$ cat src/rtl/tetris_pkg.sv
// Shared definitions for the Tetris game core: gravity FSM states and the
// default gravity period constants.
package tetris_pkg;

   typedef enum logic [1:0] {
      STOP = 2'd0,
      RUN  = 2'd1,
      HOLD = 2'd2
   } gs_state_t;

   // Carry pulses per gravity tick at level 0.
   localparam int BASE_PERIOD = 48;
   // Period reduction per level.
   localparam int STEP        = 3;
   // Fastest period reachable through level alone.
   localparam int MIN_PERIOD  = 2;
   // Period while the player holds soft drop.
   localparam int SOFT_PERIOD = 2;

endpackage

$ cat src/rtl/gravity_tick_gen_if.sv
// Control/status bundle between the game FSM side and the gravity tick
// generator. The master drives the control inputs and the ack; the slave
// (the generator) returns the tick request and status.
interface gravity_tick_gen_if #(
   parameter int W = 8
);
   logic         en_pulse;
   logic [3:0]   level;
   logic         start;
   logic         restart;
   logic         pause;
   logic         soft_drop;
   logic         tick_ack;
   logic         tick;
   logic         missed;
   logic         running;
   logic [W-1:0] cnt;

   modport master (
      output en_pulse, level, start, restart, pause, soft_drop, tick_ack,
      input  tick, missed, running, cnt
   );

   modport slave (
      input  en_pulse, level, start, restart, pause, soft_drop, tick_ack,
      output tick, missed, running, cnt
   );
endinterface

$ cat src/rtl/gravity_period_lut.sv
// Maps game level and soft-drop state to the gravity period in carry pulses.
// Purely combinational; the level term is computed in a widened domain so a
// large level never wraps below zero, it simply clamps to the minimum.
module gravity_period_lut #(
   parameter int W           = 8,
   parameter int BASE_PERIOD = tetris_pkg::BASE_PERIOD,
   parameter int STEP        = tetris_pkg::STEP,
   parameter int MIN_PERIOD  = tetris_pkg::MIN_PERIOD,
   parameter int SOFT_PERIOD = tetris_pkg::SOFT_PERIOD
) (
   input  logic [3:0]   level,
   input  logic         soft_drop,
   output logic [W-1:0] period
);
   localparam int XW = W + 4;
   localparam logic [XW-1:0] BASE_X = XW'(BASE_PERIOD);
   localparam logic [XW-1:0] STEP_X = XW'(STEP);
   localparam logic [XW-1:0] MIN_X  = XW'(MIN_PERIOD);
   localparam logic [W-1:0]  MIN_W  = W'(MIN_PERIOD);
   localparam logic [W-1:0]  SOFT_W = W'(SOFT_PERIOD);

   logic [XW-1:0] step_x;
   logic [XW-1:0] diff_x;
   logic [W-1:0]  lvl_period;

   // Level period with floor clamp, then soft-drop ceiling.
   always_comb begin
      step_x     = STEP_X * {{W{1'b0}}, level};
      diff_x     = '0;
      lvl_period = MIN_W;
      if (step_x < BASE_X) begin
         diff_x = BASE_X - step_x;
         if (diff_x > MIN_X) begin
            lvl_period = diff_x[W-1:0];
         end
      end
      period = lvl_period;
      if (soft_drop && (lvl_period > SOFT_W)) begin
         period = SOFT_W;
      end
   end

endmodule

$ cat src/rtl/gravity_tick_gen.sv
// Gravity tick generator: divides the prescaler carry by a level-dependent
// period and raises a held drop request with ack handshake, soft-drop
// acceleration, pause and per-piece restart.
module gravity_tick_gen #(
   parameter int W           = 8,
   parameter int BASE_PERIOD = tetris_pkg::BASE_PERIOD,
   parameter int STEP        = tetris_pkg::STEP,
   parameter int MIN_PERIOD  = tetris_pkg::MIN_PERIOD,
   parameter int SOFT_PERIOD = tetris_pkg::SOFT_PERIOD
) (
   input  logic              CP,
   input  logic              CR,
   gravity_tick_gen_if.slave bus
);
   import tetris_pkg::*;

   localparam logic [W-1:0] SOFT_M1 = W'(SOFT_PERIOD - 1);

   gs_state_t    state_reg, state_next;
   logic [W-1:0] cnt_reg, cnt_next;
   logic         tick_reg, tick_next;
   logic         missed_reg, missed_next;
   logic         sd_prev_reg;
   logic [W-1:0] period;
   logic [W-1:0] reload;
   logic         sd_edge;
   logic         due;

   gravity_period_lut #(
      .W           (W),
      .BASE_PERIOD (BASE_PERIOD),
      .STEP        (STEP),
      .MIN_PERIOD  (MIN_PERIOD),
      .SOFT_PERIOD (SOFT_PERIOD)
   ) u_period_lut (
      .level     (bus.level),
      .soft_drop (bus.soft_drop),
      .period    (period)
   );

   assign reload  = period - W'(1);
   assign sd_edge = bus.soft_drop & ~sd_prev_reg;

   // State, counter, handshake and soft-drop history registers.
   always_ff @(posedge CP or posedge CR) begin
      if (CR) begin
         state_reg   <= STOP;
         cnt_reg     <= '0;
         tick_reg    <= 1'b0;
         missed_reg  <= 1'b0;
         sd_prev_reg <= 1'b0;
      end else begin
         state_reg   <= state_next;
         cnt_reg     <= cnt_next;
         tick_reg    <= tick_next;
         missed_reg  <= missed_next;
         sd_prev_reg <= bus.soft_drop;
      end
   end

   // Next state, counter and handshake; restart overrides everything,
   // then start/pause, then the soft-drop clamp, then the carry pulse.
   always_comb begin
      state_next  = state_reg;
      cnt_next    = cnt_reg;
      tick_next   = tick_reg;
      missed_next = missed_reg;
      due         = 1'b0;
      if (bus.restart) begin
         state_next  = RUN;
         cnt_next    = reload;
         tick_next   = 1'b0;
         missed_next = 1'b0;
      end else begin
         unique case (state_reg)
            STOP: begin
               if (bus.start) begin
                  state_next = RUN;
                  cnt_next   = reload;
               end
            end
            RUN: begin
               if (bus.pause) begin
                  state_next = HOLD;
               end else if (sd_edge) begin
                  if (cnt_reg > SOFT_M1) begin
                     cnt_next = SOFT_M1;
                  end
               end else if (bus.en_pulse) begin
                  if (cnt_reg == '0) begin
                     due      = 1'b1;
                     cnt_next = reload;
                  end else begin
                     cnt_next = cnt_reg - W'(1);
                  end
               end
            end
            HOLD: begin
               if (!bus.pause) begin
                  state_next = RUN;
               end
            end
            default: state_next = STOP;
         endcase
         // A new due event wins over a same-cycle ack and is not a miss.
         if (due) begin
            if (tick_reg && !bus.tick_ack) begin
               missed_next = 1'b1;
            end
            tick_next = 1'b1;
         end else if (bus.tick_ack) begin
            tick_next = 1'b0;
         end
      end
   end

   assign bus.tick    = tick_reg;
   assign bus.missed  = missed_reg;
   assign bus.cnt     = cnt_reg;
   assign bus.running = (state_reg == RUN);

endmodule

$ cat src/flat_wrapper.sv
// flat-port wrapper written by rule: the top's interface ports become plain ports
module gravity_tick_gen_flat import tetris_pkg::*;
#(
   parameter int W           = 8,
   parameter int BASE_PERIOD = tetris_pkg::BASE_PERIOD,
   parameter int STEP        = tetris_pkg::STEP,
   parameter int MIN_PERIOD  = tetris_pkg::MIN_PERIOD,
   parameter int SOFT_PERIOD = tetris_pkg::SOFT_PERIOD
)
  (CP, CR, bus_en_pulse, bus_level, bus_start, bus_restart, bus_pause, bus_soft_drop, bus_tick_ack, bus_tick, bus_missed, bus_running, bus_cnt);
  gravity_tick_gen_if #(.W(W)) bus_i ();
  input  logic CP;
  input  logic CR;
  input wire logic [$bits(bus_i.en_pulse)-1:0] bus_en_pulse;
  input wire logic [$bits(bus_i.level)-1:0] bus_level;
  input wire logic [$bits(bus_i.start)-1:0] bus_start;
  input wire logic [$bits(bus_i.restart)-1:0] bus_restart;
  input wire logic [$bits(bus_i.pause)-1:0] bus_pause;
  input wire logic [$bits(bus_i.soft_drop)-1:0] bus_soft_drop;
  input wire logic [$bits(bus_i.tick_ack)-1:0] bus_tick_ack;
  output wire logic [$bits(bus_i.tick)-1:0] bus_tick;
  output wire logic [$bits(bus_i.missed)-1:0] bus_missed;
  output wire logic [$bits(bus_i.running)-1:0] bus_running;
  output wire logic [$bits(bus_i.cnt)-1:0] bus_cnt;
  assign bus_i.en_pulse = bus_en_pulse;
  assign bus_i.level = bus_level;
  assign bus_i.start = bus_start;
  assign bus_i.restart = bus_restart;
  assign bus_i.pause = bus_pause;
  assign bus_i.soft_drop = bus_soft_drop;
  assign bus_i.tick_ack = bus_tick_ack;
  assign bus_tick = bus_i.tick;
  assign bus_missed = bus_i.missed;
  assign bus_running = bus_i.running;
  assign bus_cnt = bus_i.cnt;
  gravity_tick_gen #(.W(W), .BASE_PERIOD(BASE_PERIOD), .STEP(STEP), .MIN_PERIOD(MIN_PERIOD), .SOFT_PERIOD(SOFT_PERIOD)) u_core (.CP(CP), .CR(CR), .bus(bus_i));
endmodule
$ cat config.mk
export PLATFORM = sky130hd
export DESIGN_NAME = gravity_tick_gen_flat
export DESIGN_NICKNAME = d
export VERILOG_FILES = /design/src/rtl/tetris_pkg.sv /design/src/rtl/gravity_tick_gen_if.sv /design/src/rtl/gravity_period_lut.sv /design/src/rtl/gravity_tick_gen.sv /design/src/flat_wrapper.sv
export SDC_FILE = /design/constraint.sdc
export NUM_CORES = 1
export LEC_CHECK = 0
export ABC_CLOCK_PERIOD_IN_PS = 5700
export CORE_AREA = 2 2 55 57
export CTS_CLUSTER_DIAMETER = 30
export DETAILED_ROUTE_END_ITERATION = 6
export DIE_AREA = 0 0 57 59
export GPL_TIMING_DRIVEN = 0
export HOLD_SLACK_MARGIN = 0.08
export PLACE_DENSITY = 0.81
export SLEW_MARGIN = 15
export SYNTH_ARGS = -nofsm -noshare
export SYNTH_HDL_FRONTEND = slang
export SYNTH_HIERARCHICAL = 1
export SYNTH_SLANG_ARGS = --single-unit
$ cat constraint.sdc
create_clock -name CP -period 5.7 [get_ports CP]
set_clock_uncertainty 0.05 [all_clocks]
set_input_delay 0.57 -clock CP [delete_from_list [all_inputs] [get_ports CP]]
set_output_delay 0.57 -clock CP [all_outputs]
set_load 0.01 [all_outputs]
==> impl_table.tex, run 1 <==
\begin{tabular}{lr}
\hline
Metric & Value \\
\hline
\multicolumn{2}{l}{\textbf{Status}} \\
\quad Result of the run & finished, final reports clean \\
\multicolumn{2}{l}{\textbf{STA}} \\
\quad Count of final setup violators & 0 \\
\quad Number of hold-slack violations in the final timing report & 0 \\
\quad Highest achievable clock rate & 244 MHz \\
\quad Final critical-path share of the clock period & 72.0\% \\
\quad Max-slew violation count & 0 \\
\quad Total negative setup slack & 0 ns \\
\quad Fin worst setup slack & 1.60 ns \\
\quad Max-Slew Margin vs Limit & 52.0\% \\
\quad Setup repair after global routing missed its margin & false \\
\quad Worst-Margin Slew & 0.720 ns \\
\quad Clock period minus final worst setup slack & 4.10 ns \\
\multicolumn{2}{l}{\textbf{Final layout}} \\
\quad Layout cells sized above 1 & 11.5\% \\
\quad N\_diodes & 0 \\
\quad Highest-count cells in the layout ignoring fill and taps & clkdlybuf4s50\_1 (22), nor2\_1 (16), a21oi\_1 (13), dfrtp\_1 (13) \\
\quad Area added between synthesis and finish & 18.9\% \\
\quad Most frequent standard cell in the layout excluding fill and tap cells & clkdlybuf4s50\_1 \\
\quad Number of flip-flops under the largest register name & 8 \\
\quad Number of nets in the layout & 235 \\
\multicolumn{2}{l}{\textbf{Routing}} \\
\quad Iteration count of the initial detailed-routing pass & 4 \\
\quad Number of remaining DRC errors & 0 \\
\quad Via Count & 1515 \\
\quad Wire length per cell after detailed routing & 15.0 um \\
\quad DRC marker count from the first detailed-route iteration & 62 \\
\quad Final wirelength & 3610 um \\
\quad Residual antenna-violating net count after detailed routing & 0 \\
\quad Post-detailed-route via-to-cell ratio & 6.31 \\
\multicolumn{2}{l}{\textbf{Floorplan}} \\
\quad Die Height & 59 um \\
\quad Placeable core region & 2710 um\^{}2 \\
\quad Initial cell density of the core & 55.8\% \\
\quad Die X & 57 um \\
\quad Floorplan die area & 3360 um\^{}2 \\
\quad Io pins & 23 \\
\quad Cell row count & 19 \\
\multicolumn{2}{l}{\textbf{Clock tree}} \\
\quad Total number of H-tree levels & 1 \\
\quad Register clock-pin slew on the reported worst setup and hold paths & 0.08 ns \\
\quad Hold-fix buffers, CTS & 0 \\
\quad Clock sinks & 13 \\
\quad Post-CTS resize count & 0 \\
\quad Worst skew pair latency & 0.28 ns \\
\quad CTS buffer count & 3 \\
\quad Clock Root Buffer & clkbuf\_4 \\
\quad Post-CTS Setup Inserts & 0 \\
\quad CTS tree & yes \\
\quad Number of buffers on the longest clock path & 2 \\
\multicolumn{2}{l}{\textbf{Synth}} \\
\quad Number of synthesized register bits & 13 \\
\quad Share of flip-flops with an asynchronous set or reset & 100\% \\
\quad Library cells used by synthesis & 59 \\
\quad Netlist area before placement & 1510 um\^{}2 \\
\quad Sequential cell area fraction in the yosys report & 21.5\% \\
\quad Number of warnings issued by yosys & 6 \\
\quad Number of cells produced by synthesis & 183 \\
\quad Count of flip-flops with a built-in enable after synthesis & 0 \\
\quad Most common flop cell mapped by yosys & dfrtp\_1 \\
\quad Synthesized netlist net count & 208 \\
\quad Average size of a mapped cell & 8.27 um\^{}2 \\
\multicolumn{2}{l}{\textbf{Worst setup path}} \\
\quad Critical-path maximum fanout & 7 \\
\quad Worst setup path class & input port to register \\
\quad Startpoint type of the worst setup path & input port \\
\quad Critical R2R Capture & u\_core/bus.cnt[2] \\
\quad Register-to-register path setup slack & 3.46 ns \\
\quad Kind of end point of the critical path & register \\
\quad Count of cells along the worst register-to-register path & 7 \\
\quad Worst EP arrival & 4.26 ns \\
\quad Crit path required time & 5.85 ns \\
\quad Reg-to-reg critical path startpoint & u\_core/bus.cnt[0] \\
\multicolumn{2}{l}{\textbf{Placement}} \\
\quad Detail Placement HPWL & 2830 um \\
\quad Worst setup timing slack at the placement stage & 1.36 ns \\
\quad Final RePlAce weighted congestion & 0.909 \\
\quad Count of port buffers added during placement & 22 \\
\multicolumn{2}{l}{\textbf{Power and ir drop}} \\
\quad Ratio of total power to cell area & 280 nW/um\^{}2 \\
\quad Lkg Pwr & 0.000764 uW \\
\quad IR Drop Worst-Case VDD & 0.000248 V \\
\multicolumn{2}{l}{\textbf{Hold path}} \\
\quad Hold Crit Depth & 2 \\
\quad Launch instance of the worst min-delay path & u\_core/bus.tick \\
\quad End point of the worst hold path & u\_core/bus.tick \\
\quad Kind of path behind the tightest hold check & register to register \\
\multicolumn{2}{l}{\textbf{GRT}} \\
\quad Total routing usage reported by global routing & 24.1\% \\
\quad Total grt overflow & 0 \\
\quad First-pass GRT wire length & 6530 um \\
\quad Number of global-route vias before repair & 1472 \\
\quad Initial antenna violation count & 0 \\
\quad Maximum number of pins on one net before global-route repair & 14 \\
\multicolumn{2}{l}{\textbf{Run}} \\
\quad Number of max-cap violations & 0 \\
\hline
\end{tabular}
layer usage:
| metal | global-route usage, % | routed length, um | up-vias |
|---|---|---|---|
| met2 | 41.4 | 1750 | 60 |
| met4 | 9.30 | 70 | 0 |
| met5 | 0 | 0 | - |
| li1 | - | - | 726 |
| met1 | 31.2 | 1590 | 721 |
| met3 | 2.62 | 190 | 8 |
cells in the mapped netlist, types with 2 or more instances:
cell	count	share of area, %
o21ai_1	4	1.3
or4_1	2	0.99
nor3_1	8	2.6
o21ai_0	9	3.0
nor2b_1	4	1.7
or3_1	2	0.83
xnor2_1	7	4.1
o211a_1	2	1.3
dfrtp_1	13	22
a22oi_1	2	0.99
nor3b_1	3	1.5
o31ai_2	2	1.7
nor2_1	16	4.0
a21oi_1	13	4.3
nand3_1	2	0.66
o31ai_1	6	3.0
nand2b_1	4	1.7
nor4_1	3	1.2
a31oi_1	3	1.2
nand3_2	2	1.3
nand2_1	12	3.0
xor2_1	5	2.9
inv_1	11	2.7
ha_1	12	9.9
or2_2	2	0.83
cell families after synthesis:
kind of cell | count (synthesis) | share of synthesized area [%]
buffers and inverters | 15 | 4.55
adders and majority gates | 13 | 11.2
and+or+nand+nor | 76 | 30.7
AOI/OAI and AO/OA | 54 | 25.1
DFF | 13 | 21.5
xor gates and xnor gates | 12 | 6.95
metrics by stage:
stage | power [uW] | cell area, um^2 | hold WS, ns | utilization [%] | instances
6_report | 503 | 1800 | 0.528 | 66.3 | 240
4_1_cts | 503 | 1800 | 0.534 | 66.3 | 240
3_3_place_gp | 433 | 1770 | 0.502 | 65.4 | 236
5_1_grt | 544 | 1800 | 0.560 | 66.3 | 240
3_5_place_dp | 443 | 1770 | 0.522 | 65.4 | 236
2_1_floorplan | 342 | 1510 | 0.397 | - | 183
power by group:
part | switching, uW | leakage (uW) | internal [uW] | total, uW
combinational | 159 | 0.000582 | 138 | 297
sequential | 34.7 | 0.000167 | 114 | 148
clock | 31.0 | 0.0000150 | 27.2 | 58.2
worst max-delay path, cell delays in order:
cell and delay, ns:
clkdlybuf4s50_1 0.56, ha_1 0.22, inv_1 0.06, fa_1 0.40
xnor2_1 0.56, nand3_2 0.28, or2_2 0.34, a31oi_1 0.18
nand4_1 0.20, inv_1 0.10, ha_1 0.21, nand2_1 0.08
xnor2_1 0.20, a21oi_1 0.10, o21ai_0 0.18
area by class of cell:
type	instances	area [um^2]
repair buffers	22	220
clock buffers	4	26.3
fillers	232	912
flip-flops and latches	13	325
well taps	31	38.8
multi-input cells	155	1120
plain buffers	4	27.5
inverters	11	41.3
worst max-delay path by stage:
stage                 startpoint                end  slack [ns]  cells past startpoint
finish              bus_level[1]  u_core/bus.cnt[4]        1.60                     15
global route        bus_level[1]  u_core/bus.cnt[6]        1.22                     15
CTS                 bus_level[1]  u_core/bus.cnt[6]        1.64                     15
detailed placement  bus_level[1]  u_core/bus.cnt[6]        1.36                     15
global placement    bus_level[1]  u_core/bus.cnt[4]        1.46                     15
floorplan           bus_level[0]  u_core/bus.cnt[2]        2.43                     13
Power figures use the tool's default switching activity.
==> inputs of run 2 (changes only) <==
--- a/config.mk
+++ b/config.mk
@@ -5,14 +5,14 @@
 export SDC_FILE = /design/constraint.sdc
 export NUM_CORES = 1
 export LEC_CHECK = 0
-export ABC_CLOCK_PERIOD_IN_PS = 5700
-export CORE_AREA = 2 2 55 57
+export ABC_CLOCK_PERIOD_IN_PS = 3700
+export CORE_AREA = 2 2 59 61
 export CTS_CLUSTER_DIAMETER = 30
 export DETAILED_ROUTE_END_ITERATION = 6
-export DIE_AREA = 0 0 57 59
+export DIE_AREA = 0 0 61 63
 export GPL_TIMING_DRIVEN = 0
 export HOLD_SLACK_MARGIN = 0.08
-export PLACE_DENSITY = 0.81
+export PLACE_DENSITY = 0.74
 export SLEW_MARGIN = 15
 export SYNTH_ARGS = -nofsm -noshare
 export SYNTH_HDL_FRONTEND = slang
==> constraint.sdc (replaced) <==
create_clock -name CP -period 3.7 [get_ports CP]
set_clock_uncertainty 0.05 [all_clocks]
set_input_delay 0.37 -clock CP [delete_from_list [all_inputs] [get_ports CP]]
set_output_delay 0.37 -clock CP [all_outputs]
set_load 0.01 [all_outputs]
==> impl_table.tex, run 2 (synthesized netlist as in run 1, its figures left out) <==
\begin{tabular}{lr}
\hline
Metric & Value \\
\hline
\multicolumn{2}{l}{\textbf{Routing}} \\
\quad Iteration count of the initial detailed-routing pass & 4 (unchanged) \\
\quad Final wirelength & 3490 um (-3.2\%) \\
\quad DRC marker count from the first detailed-route iteration & 68 (+9.7\%) \\
\quad Post-detailed-route via-to-cell ratio & 5.75 (-8.9\%) \\
\quad Number of remaining DRC errors & 0 (unchanged) \\
\quad Wire length per cell after detailed routing & 13.6 um (-9.3\%) \\
\quad Residual antenna-violating net count after detailed routing & 0 (unchanged) \\
\quad Via Count & 1472 (-2.8\%) \\
\multicolumn{2}{l}{\textbf{Status}} \\
\quad Result of the run & finished, final reports clean \\
\multicolumn{2}{l}{\textbf{STA}} \\
\quad Max-slew violation count & 0 (unchanged) \\
\quad Setup repair after global routing missed its margin & false \\
\quad Number of hold-slack violations in the final timing report & 0 (unchanged) \\
\quad Max-Slew Margin vs Limit & 46.4\% (-5.7 points) \\
\quad Clock period minus final worst setup slack & 3.40 ns \\
\quad Count of final setup violators & 0 (unchanged) \\
\quad Worst-Margin Slew & 0.804 ns (+0.0848 ns) \\
\quad Highest achievable clock rate & 294 MHz \\
\quad Worst-case hold slack & 0.368 ns (-0.160 ns) \\
\quad Final critical-path share of the clock period & 92.0\% \\
\multicolumn{2}{l}{\textbf{Power and ir drop}} \\
\quad Ratio of total power to cell area & 415 nW/um\^{}2 (+48\%) \\
\quad Relative contribution of combinational cells to total power & 59.4\% (+0.5 points) \\
\quad Pint & 440 uW (+58\%) \\
\quad Power share of the clock group & 11.3\% (-0.3 points) \\
\quad Switching power share of the total & 43.9\% (-0.77 points) \\
\quad Lkg Pwr & 0.000796 uW (+4.2\%) \\
\quad Sequential power share & 29.4\% (about the same) \\
\quad IR Drop Worst-Case VDD & 0.000122 V (-51\%) \\
\quad Switching component of the power & 344 uW (+53\%) \\
\multicolumn{2}{l}{\textbf{Final layout}} \\
\quad Final design area excluding fillers & 1890 um\^{}2 (+5.0\%) \\
\quad Multi-input combinational cell area & 1180 um\^{}2 (+5.3\%) \\
\quad N\_diodes & 0 (unchanged) \\
\quad Layout cells sized above 1 & 14.3\% (+2.8 points) \\
\quad Highest-count cells in the layout ignoring fill and taps & clkdlybuf4s50\_1 (20), nor2\_1 (16), a21oi\_1 (13), dfrtp\_1 (13), nand2\_1 (12) \\
\quad \# fillers & 301 (+30\%) \\
\quad Number of flip-flops under the largest register name & 8 (unchanged) \\
\quad Most frequent standard cell in the layout excluding fill and tap cells & clkdlybuf4s50\_1 \\
\quad Sequential standard cell area & 325 um\^{}2 (unchanged) \\
\quad Number of nets in the layout & 236 (+0.43\%) \\
\quad Area added between synthesis and finish & 24.8\% \\
\multicolumn{2}{l}{\textbf{Floorplan}} \\
\quad Die Height & 63 um (+6.8\%) \\
\quad Die X & 61 um (+7.0\%) \\
\quad Initial cell density of the core & 46.8\% (-9.0 points) \\
\quad Placeable core region & 3230 um\^{}2 (+19\%) \\
\quad Floorplan die area & 3840 um\^{}2 (+14\%) \\
\quad Io pins & 23 (unchanged) \\
\quad Cell row count & 21 (+2) \\
\multicolumn{2}{l}{\textbf{GRT}} \\
\quad Met3 routing resource usage after global routing & 2.90\% (+0.28 points) \\
\quad Total routing usage reported by global routing & 19.5\% (-4.6 points) \\
\quad GR met1 Demand/Resource & 22.7\% (-8.5 points) \\
\quad Number of global-route vias before repair & 1412 (-4.1\%) \\
\quad Most Used Layer, Global Route & met2 \\
\quad Maximum number of pins on one net before global-route repair & 14 (unchanged) \\
\quad Total grt overflow & 0 (unchanged) \\
\quad Initial antenna violation count & 0 (unchanged) \\
\quad First-pass GRT wire length & 5860 um (-10\%) \\
\quad Global routing met2 resource utilization & 33.2\% (-8.2 points) \\
\multicolumn{2}{l}{\textbf{Clock tree}} \\
\quad Worst skew pair latency & 0.28 ns (about the same) \\
\quad Clock Root Buffer & clkbuf\_4 \\
\quad CTS buffer count & 3 (unchanged) \\
\quad CTS tree & yes \\
\quad Clock sinks & 13 (unchanged) \\
\quad Total number of H-tree levels & 1 (unchanged) \\
\quad Register clock-pin slew on the reported worst setup and hold paths & 0.08 ns (about the same) \\
\quad Number of buffers on the longest clock path & 2 (unchanged) \\
\multicolumn{2}{l}{\textbf{Placement}} \\
\quad Cell area after placement & 1790 um\^{}2 (+1.1\%) \\
\quad Count of port buffers added during placement & 22 (unchanged) \\
\quad Final RePlAce weighted congestion & 0.882 (-2.9\%) \\
\quad Detail Placement HPWL & 2690 um (-5.0\%) \\
\multicolumn{2}{l}{\textbf{Worst setup path}} \\
\quad Critical-path maximum fanout & 8 (+1) \\
\quad Crit path required time & 3.86 ns (-1.99 ns) \\
\quad Kind of end point of the critical path & register \\
\quad Startpoint type of the worst setup path & input port \\
\quad Worst EP arrival & 3.56 ns (-0.70 ns) \\
\quad Reg-to-reg critical path startpoint & u\_core/bus.cnt[0] \\
\quad Worst setup path class & input port to register \\
\quad Count of cells along the worst register-to-register path & 7 (unchanged) \\
\quad Register-to-register path setup slack & 1.41 ns (-2.05 ns) \\
\quad Critical R2R Capture & u\_core/bus.cnt[7] \\
\multicolumn{2}{l}{\textbf{Hold path}} \\
\quad Kind of path behind the tightest hold check & input port to asynchronous set/reset pin \\
\multicolumn{2}{l}{\textbf{Run}} \\
\quad Number of max-cap violations & 0 (unchanged) \\
\hline
\end{tabular}
run 2: changes by cell type in the layout (fill, tap and decap cells not counted), moves of 2 or more:
cell,before,now
o21ai_0,9,7
o21ai_1,4,6
dlymetal6s2s_1,0,2
clkdlybuf4s50_1,22,20
ha_1,12,10
run 2: worst max-delay path: stages:
cell	delay, ns
clkdlybuf4s50_1	0.60
ha_4	0.41
and3b_1	0.22
or4_4	0.53
a22oi_1	0.20
o21ai_1	0.12
o211a_1	0.31
nor4b_2	0.33
xor2_1	0.24
a21oi_1	0.10
o21ai_1	0.14
run 2: routing by layer:
metal	part of all wire (%)	routed length, um	up-vias
met5	0	0	-
met4	2.1	75	0
met3	6.6	232	7
met2	52	1810	61
met1	39	1370	670
li1	-	-	734
run 2: worst max-delay path by stage:
stage	start	to	slack, ns	depth (start not counted)
after global routing	bus_level[3]	u_core/bus.cnt[6]	0.06	13
after CTS	bus_level[0]	u_core/bus.cnt[5]	0.08	13
after global placement	bus_level[1]	u_core/bus.cnt[6]	-0.35	15
after floorplan	bus_level[0]	u_core/bus.cnt[2]	0.63	13
after detailed placement	bus_level[0]	u_core/bus.cnt[5]	-0.44	13
final	bus_level[3]	u_core/bus.cnt[5]	0.30	11
run 2: power groups by stage:
stage	Sequential [uW]	Clock (uW)	Combinational, uW
after floorplan	237	0	290
after global placement	233	0	442
after detailed placement	234	0	445
after CTS	231	91.2	448
after global routing	240	100	513
final	230	88.3	465
run 2: layout make-up:
cell class                 count  share of cell area, %
clock buffer                   4                   1.39
inverter                      11                   2.19
sequential                    13                   17.2
buffer                         4                   1.46
tap                           46                   3.05
multi-input combinational    155                   62.4
timing repair buffer          23                   12.3
run 2: timing repair:
action                                  in CTS  in global routing
pin swaps                                    0                  2
setup buffers                                0                  1
hold buffers                                 0                  0
gates resized for setup                      1                 12
endpoints found under the setup margin       5                  6
run 2: through the flow:
| stage | setup slack (ns) | instances | util [%] | setup TNS, ns | power [uW] |
|---|---|---|---|---|---|
| floorplan | 0.626 | 183 | - | 0 | 528 |
| global placement | -0.350 | 251 | 55.4 | -1.95 | 675 |
| detailed placement | -0.435 | 251 | 55.4 | -2.42 | 679 |
| CTS | 0.0769 | 255 | 56.4 | 0 | 770 |
| global route | 0.0599 | 256 | 58.4 | 0 | 853 |
| finish | 0.295 | 256 | 58.4 | 0 | 783 |
==> inputs of run 3 (changes only) <==
--- a/config.mk
+++ b/config.mk
@@ -13,6 +13,7 @@
 export GPL_TIMING_DRIVEN = 0
 export HOLD_SLACK_MARGIN = 0.08
 export PLACE_DENSITY = 0.74
+export RECOVER_POWER = 25
 export SLEW_MARGIN = 15
 export SYNTH_ARGS = -nofsm -noshare
 export SYNTH_HDL_FRONTEND = slang
==> impl_table.tex, run 3 (synthesized netlist as in run 1, its figures left out) <==
\begin{tabular}{lr}
\hline
Metric & Value \\
\hline
\multicolumn{2}{l}{\textbf{GRT}} \\
\quad Number of global-route vias before repair & 1412 (unchanged) \\
\quad Total routing usage reported by global routing & 19.5\% (unchanged) \\
\quad Maximum number of pins on one net before global-route repair & 14 (unchanged) \\
\quad Total grt overflow & 0 (unchanged) \\
\quad First-pass GRT wire length & 5860 um (unchanged) \\
\quad Initial antenna violation count & 0 (unchanged) \\
\multicolumn{2}{l}{\textbf{Power and ir drop}} \\
\quad Switching power share of the total & 43.9\% (+0.069 points) \\
\quad Lkg Pwr & 0.000797 uW (about the same) \\
\quad Ratio of total power to cell area & 415 nW/um\^{}2 (about the same) \\
\quad Post-layout total power & 784 uW (about the same) \\
\quad IR Drop Worst-Case VDD & 0.000122 V (about the same) \\
\quad Power share of the clock group & 11.3\% (about the same) \\
\quad Switching component of the power & 344 uW (+0.24\%) \\
\quad Sequential power share & 29.4\% (about the same) \\
\quad Pint & 439 uW (about the same) \\
\quad Relative contribution of combinational cells to total power & 59.4\% (about the same) \\
\multicolumn{2}{l}{\textbf{Routing}} \\
\quad DRC marker count from the first detailed-route iteration & 68 (unchanged) \\
\quad Final wirelength & 3490 um (about the same) \\
\quad Number of remaining DRC errors & 0 (unchanged) \\
\quad Wire length per cell after detailed routing & 13.6 um (about the same) \\
\quad Iteration count of the initial detailed-routing pass & 4 (unchanged) \\
\quad Via Count & 1468 (-0.27\%) \\
\quad Post-detailed-route via-to-cell ratio & 5.73 (-0.27\%) \\
\quad Residual antenna-violating net count after detailed routing & 0 (unchanged) \\
\multicolumn{2}{l}{\textbf{Final layout}} \\
\quad Finished Layout Cells & 256 (unchanged) \\
\quad Final design area excluding fillers & 1890 um\^{}2 (unchanged) \\
\quad \# fillers & 301 (unchanged) \\
\quad Highest-count cells in the layout ignoring fill and taps & clkdlybuf4s50\_1 (19), nor2\_1 (16), a21oi\_1 (13), dfrtp\_1 (13), nand2\_1 (12) \\
\quad Multi-input combinational cell area & 1180 um\^{}2 (unchanged) \\
\quad Area added between synthesis and finish & 24.8\% (unchanged) \\
\quad N\_diodes & 0 (unchanged) \\
\quad Number of nets in the layout & 236 (unchanged) \\
\quad Most frequent standard cell in the layout excluding fill and tap cells & clkdlybuf4s50\_1 \\
\quad Sequential standard cell area & 325 um\^{}2 (unchanged) \\
\quad Layout cells sized above 1 & 14.3\% (unchanged) \\
\quad Number of flip-flops under the largest register name & 8 (unchanged) \\
\multicolumn{2}{l}{\textbf{Floorplan}} \\
\quad Die Height & 63 um (unchanged) \\
\quad Placeable core region & 3230 um\^{}2 (unchanged) \\
\quad Die X & 61 um (unchanged) \\
\quad Io pins & 23 (unchanged) \\
\quad Cell row count & 21 (unchanged) \\
\quad Initial cell density of the core & 46.8\% (unchanged) \\
\quad Floorplan die area & 3840 um\^{}2 (unchanged) \\
\multicolumn{2}{l}{\textbf{Placement}} \\
\quad Detail Placement HPWL & 2690 um (unchanged) \\
\quad Cell area after placement & 1790 um\^{}2 (unchanged) \\
\quad Count of port buffers added during placement & 22 (unchanged) \\
\quad Placed cell count & 251 (unchanged) \\
\quad Final RePlAce weighted congestion & 0.882 (unchanged) \\
\multicolumn{2}{l}{\textbf{Worst setup path}} \\
\quad Worst EP arrival & 3.56 ns (about the same) \\
\quad Crit path top cell by count & o21ai\_1 \\
\quad Family with the most delay on the worst path & simple AND/OR/NAND/NOR gates \\
\quad Critical path's largest stage delay & 0.60 ns (about the same) \\
\quad Startpoint type of the worst setup path & input port \\
\quad Slowest cell on crit path & clkdlybuf4s50\_1 \\
\quad Count of cells along the worst register-to-register path & 7 (unchanged) \\
\quad Worst setup path class & input port to register \\
\quad Reg-to-reg critical path startpoint & u\_core/bus.cnt[0] \\
\quad Critical-path maximum fanout & 8 (unchanged) \\
\quad Register-to-register path setup slack & 1.41 ns (about the same) \\
\quad Crit path required time & 3.86 ns (about the same) \\
\quad Critical path cell sequence & clkdlybuf4s50\_1, ha\_4, and3b\_1, or4\_4, a22oi\_1, o21ai\_1, o211a\_1, nor4b\_2, xor2\_1, a21oi\_1, o21ai\_1 \\
\quad Critical R2R Capture & u\_core/bus.cnt[7] \\
\quad Number of buffer and inverter stages on the critical path & 1 (unchanged) \\
\quad Kind of end point of the critical path & register \\
\multicolumn{2}{l}{\textbf{STA}} \\
\quad Final critical-path share of the clock period & 92.0\% (about the same) \\
\quad Max-slew violation count & 0 (unchanged) \\
\quad Count of final setup violators & 0 (unchanged) \\
\quad Setup repair after global routing missed its margin & false \\
\quad Highest achievable clock rate & 294 MHz (about the same) \\
\quad Clock period minus final worst setup slack & 3.40 ns (-0.000276 ns) \\
\quad Total negative setup slack & 0 ns (unchanged) \\
\quad Worst-Margin Slew & 0.798 ns (-0.00683 ns) \\
\quad Max-Slew Margin vs Limit & 46.8\% (+0.46 points) \\
\quad Number of hold-slack violations in the final timing report & 0 (unchanged) \\
\multicolumn{2}{l}{\textbf{Status}} \\
\quad Result of the run & finished, final reports clean \\
\multicolumn{2}{l}{\textbf{Clock tree}} \\
\quad Worst skew pair latency & 0.28 ns (about the same) \\
\quad CTS tree & yes \\
\quad Clock Root Buffer & clkbuf\_4 \\
\quad Number of buffers on the longest clock path & 2 (unchanged) \\
\quad CTS buffer count & 3 (unchanged) \\
\quad Total number of H-tree levels & 1 (unchanged) \\
\quad Clock sinks & 13 (unchanged) \\
\quad Register clock-pin slew on the reported worst setup and hold paths & 0.08 ns (about the same) \\
\multicolumn{2}{l}{\textbf{Hold path}} \\
\quad Kind of path behind the tightest hold check & input port to asynchronous set/reset pin \\
\multicolumn{2}{l}{\textbf{Run}} \\
\quad Number of max-cap violations & 0 (unchanged) \\
\hline
\end{tabular}
run 3: what timing repair did:
item / CTS / global route
endpoints found under the setup margin: 5 / 6
hold buffers: 0 / 0
gates resized for setup: 1 / 12
pin swaps: 0 / 2
setup buffers: 0 / 1
run 3: power groups by stage:
stage               registers (uW)  logic, uW  clock network, uW
floorplan                      237        290                  0
global placement               233        442                  0
CTS                            231        448               91.2
finish                         230        465               88.2
global route                   240        513                100
detailed placement             234        445                  0
run 3: area by class of cell:
type	instances	share of cell area, %
clock buffers	4	1.39
plain buffers	4	1.46
inverters	11	2.19
well taps	46	3.05
repair buffers	23	12.3
flip-flops and latches	13	17.2
multi-input cells	155	62.4
run 3: routing by layer:
| metal | share of wire [%] | global-route usage, % |
|---|---|---|
| met4 | 2.3 | 10.1 |
| met2 | 52 | 33.2 |
| met1 | 40 | 22.7 |
| met3 | 5.8 | 2.90 |
| met5 | 0 | 0 |
run 3: stage by stage:
step | hold WS [ns] | setup WS [ns] | utilization (%)
after floorplan | 0.197 | 0.626 | -
after global placement | 0.518 | -0.350 | 55.4
after detailed placement | 0.522 | -0.435 | 55.4
after CTS | 0.391 | 0.0769 | 56.4
after global routing | 0.563 | 0.0599 | 58.4
final | 0.506 | 0.295 | 58.4
run 3: worst max path at each step:
stage / endpoint / start / cells after the start / slack (ns)
floorplan: u_core/bus.cnt[2] / bus_level[0] / 13 / 0.63
global placement: u_core/bus.cnt[6] / bus_level[1] / 15 / -0.35
detailed placement: u_core/bus.cnt[5] / bus_level[0] / 13 / -0.44
CTS: u_core/bus.cnt[5] / bus_level[0] / 13 / 0.08
global route: u_core/bus.cnt[6] / bus_level[3] / 13 / 0.06
finish: u_core/bus.cnt[5] / bus_level[3] / 11 / 0.30
run 3: worst reg2reg max path: cells and delay by family, from the launching register on:
| family | cells | cell delay [ns] |
|---|---|---|
| AO/OA/AOI/OAI | 3 | 0.89 |
| flip-flops | 1 | 0.46 |
| buffers and inverters | 2 | 0.30 |
| adder cells (fa/ha/maj) | 1 | 0.29 |
| AND/OR/NAND/NOR | 1 | 0.18 |
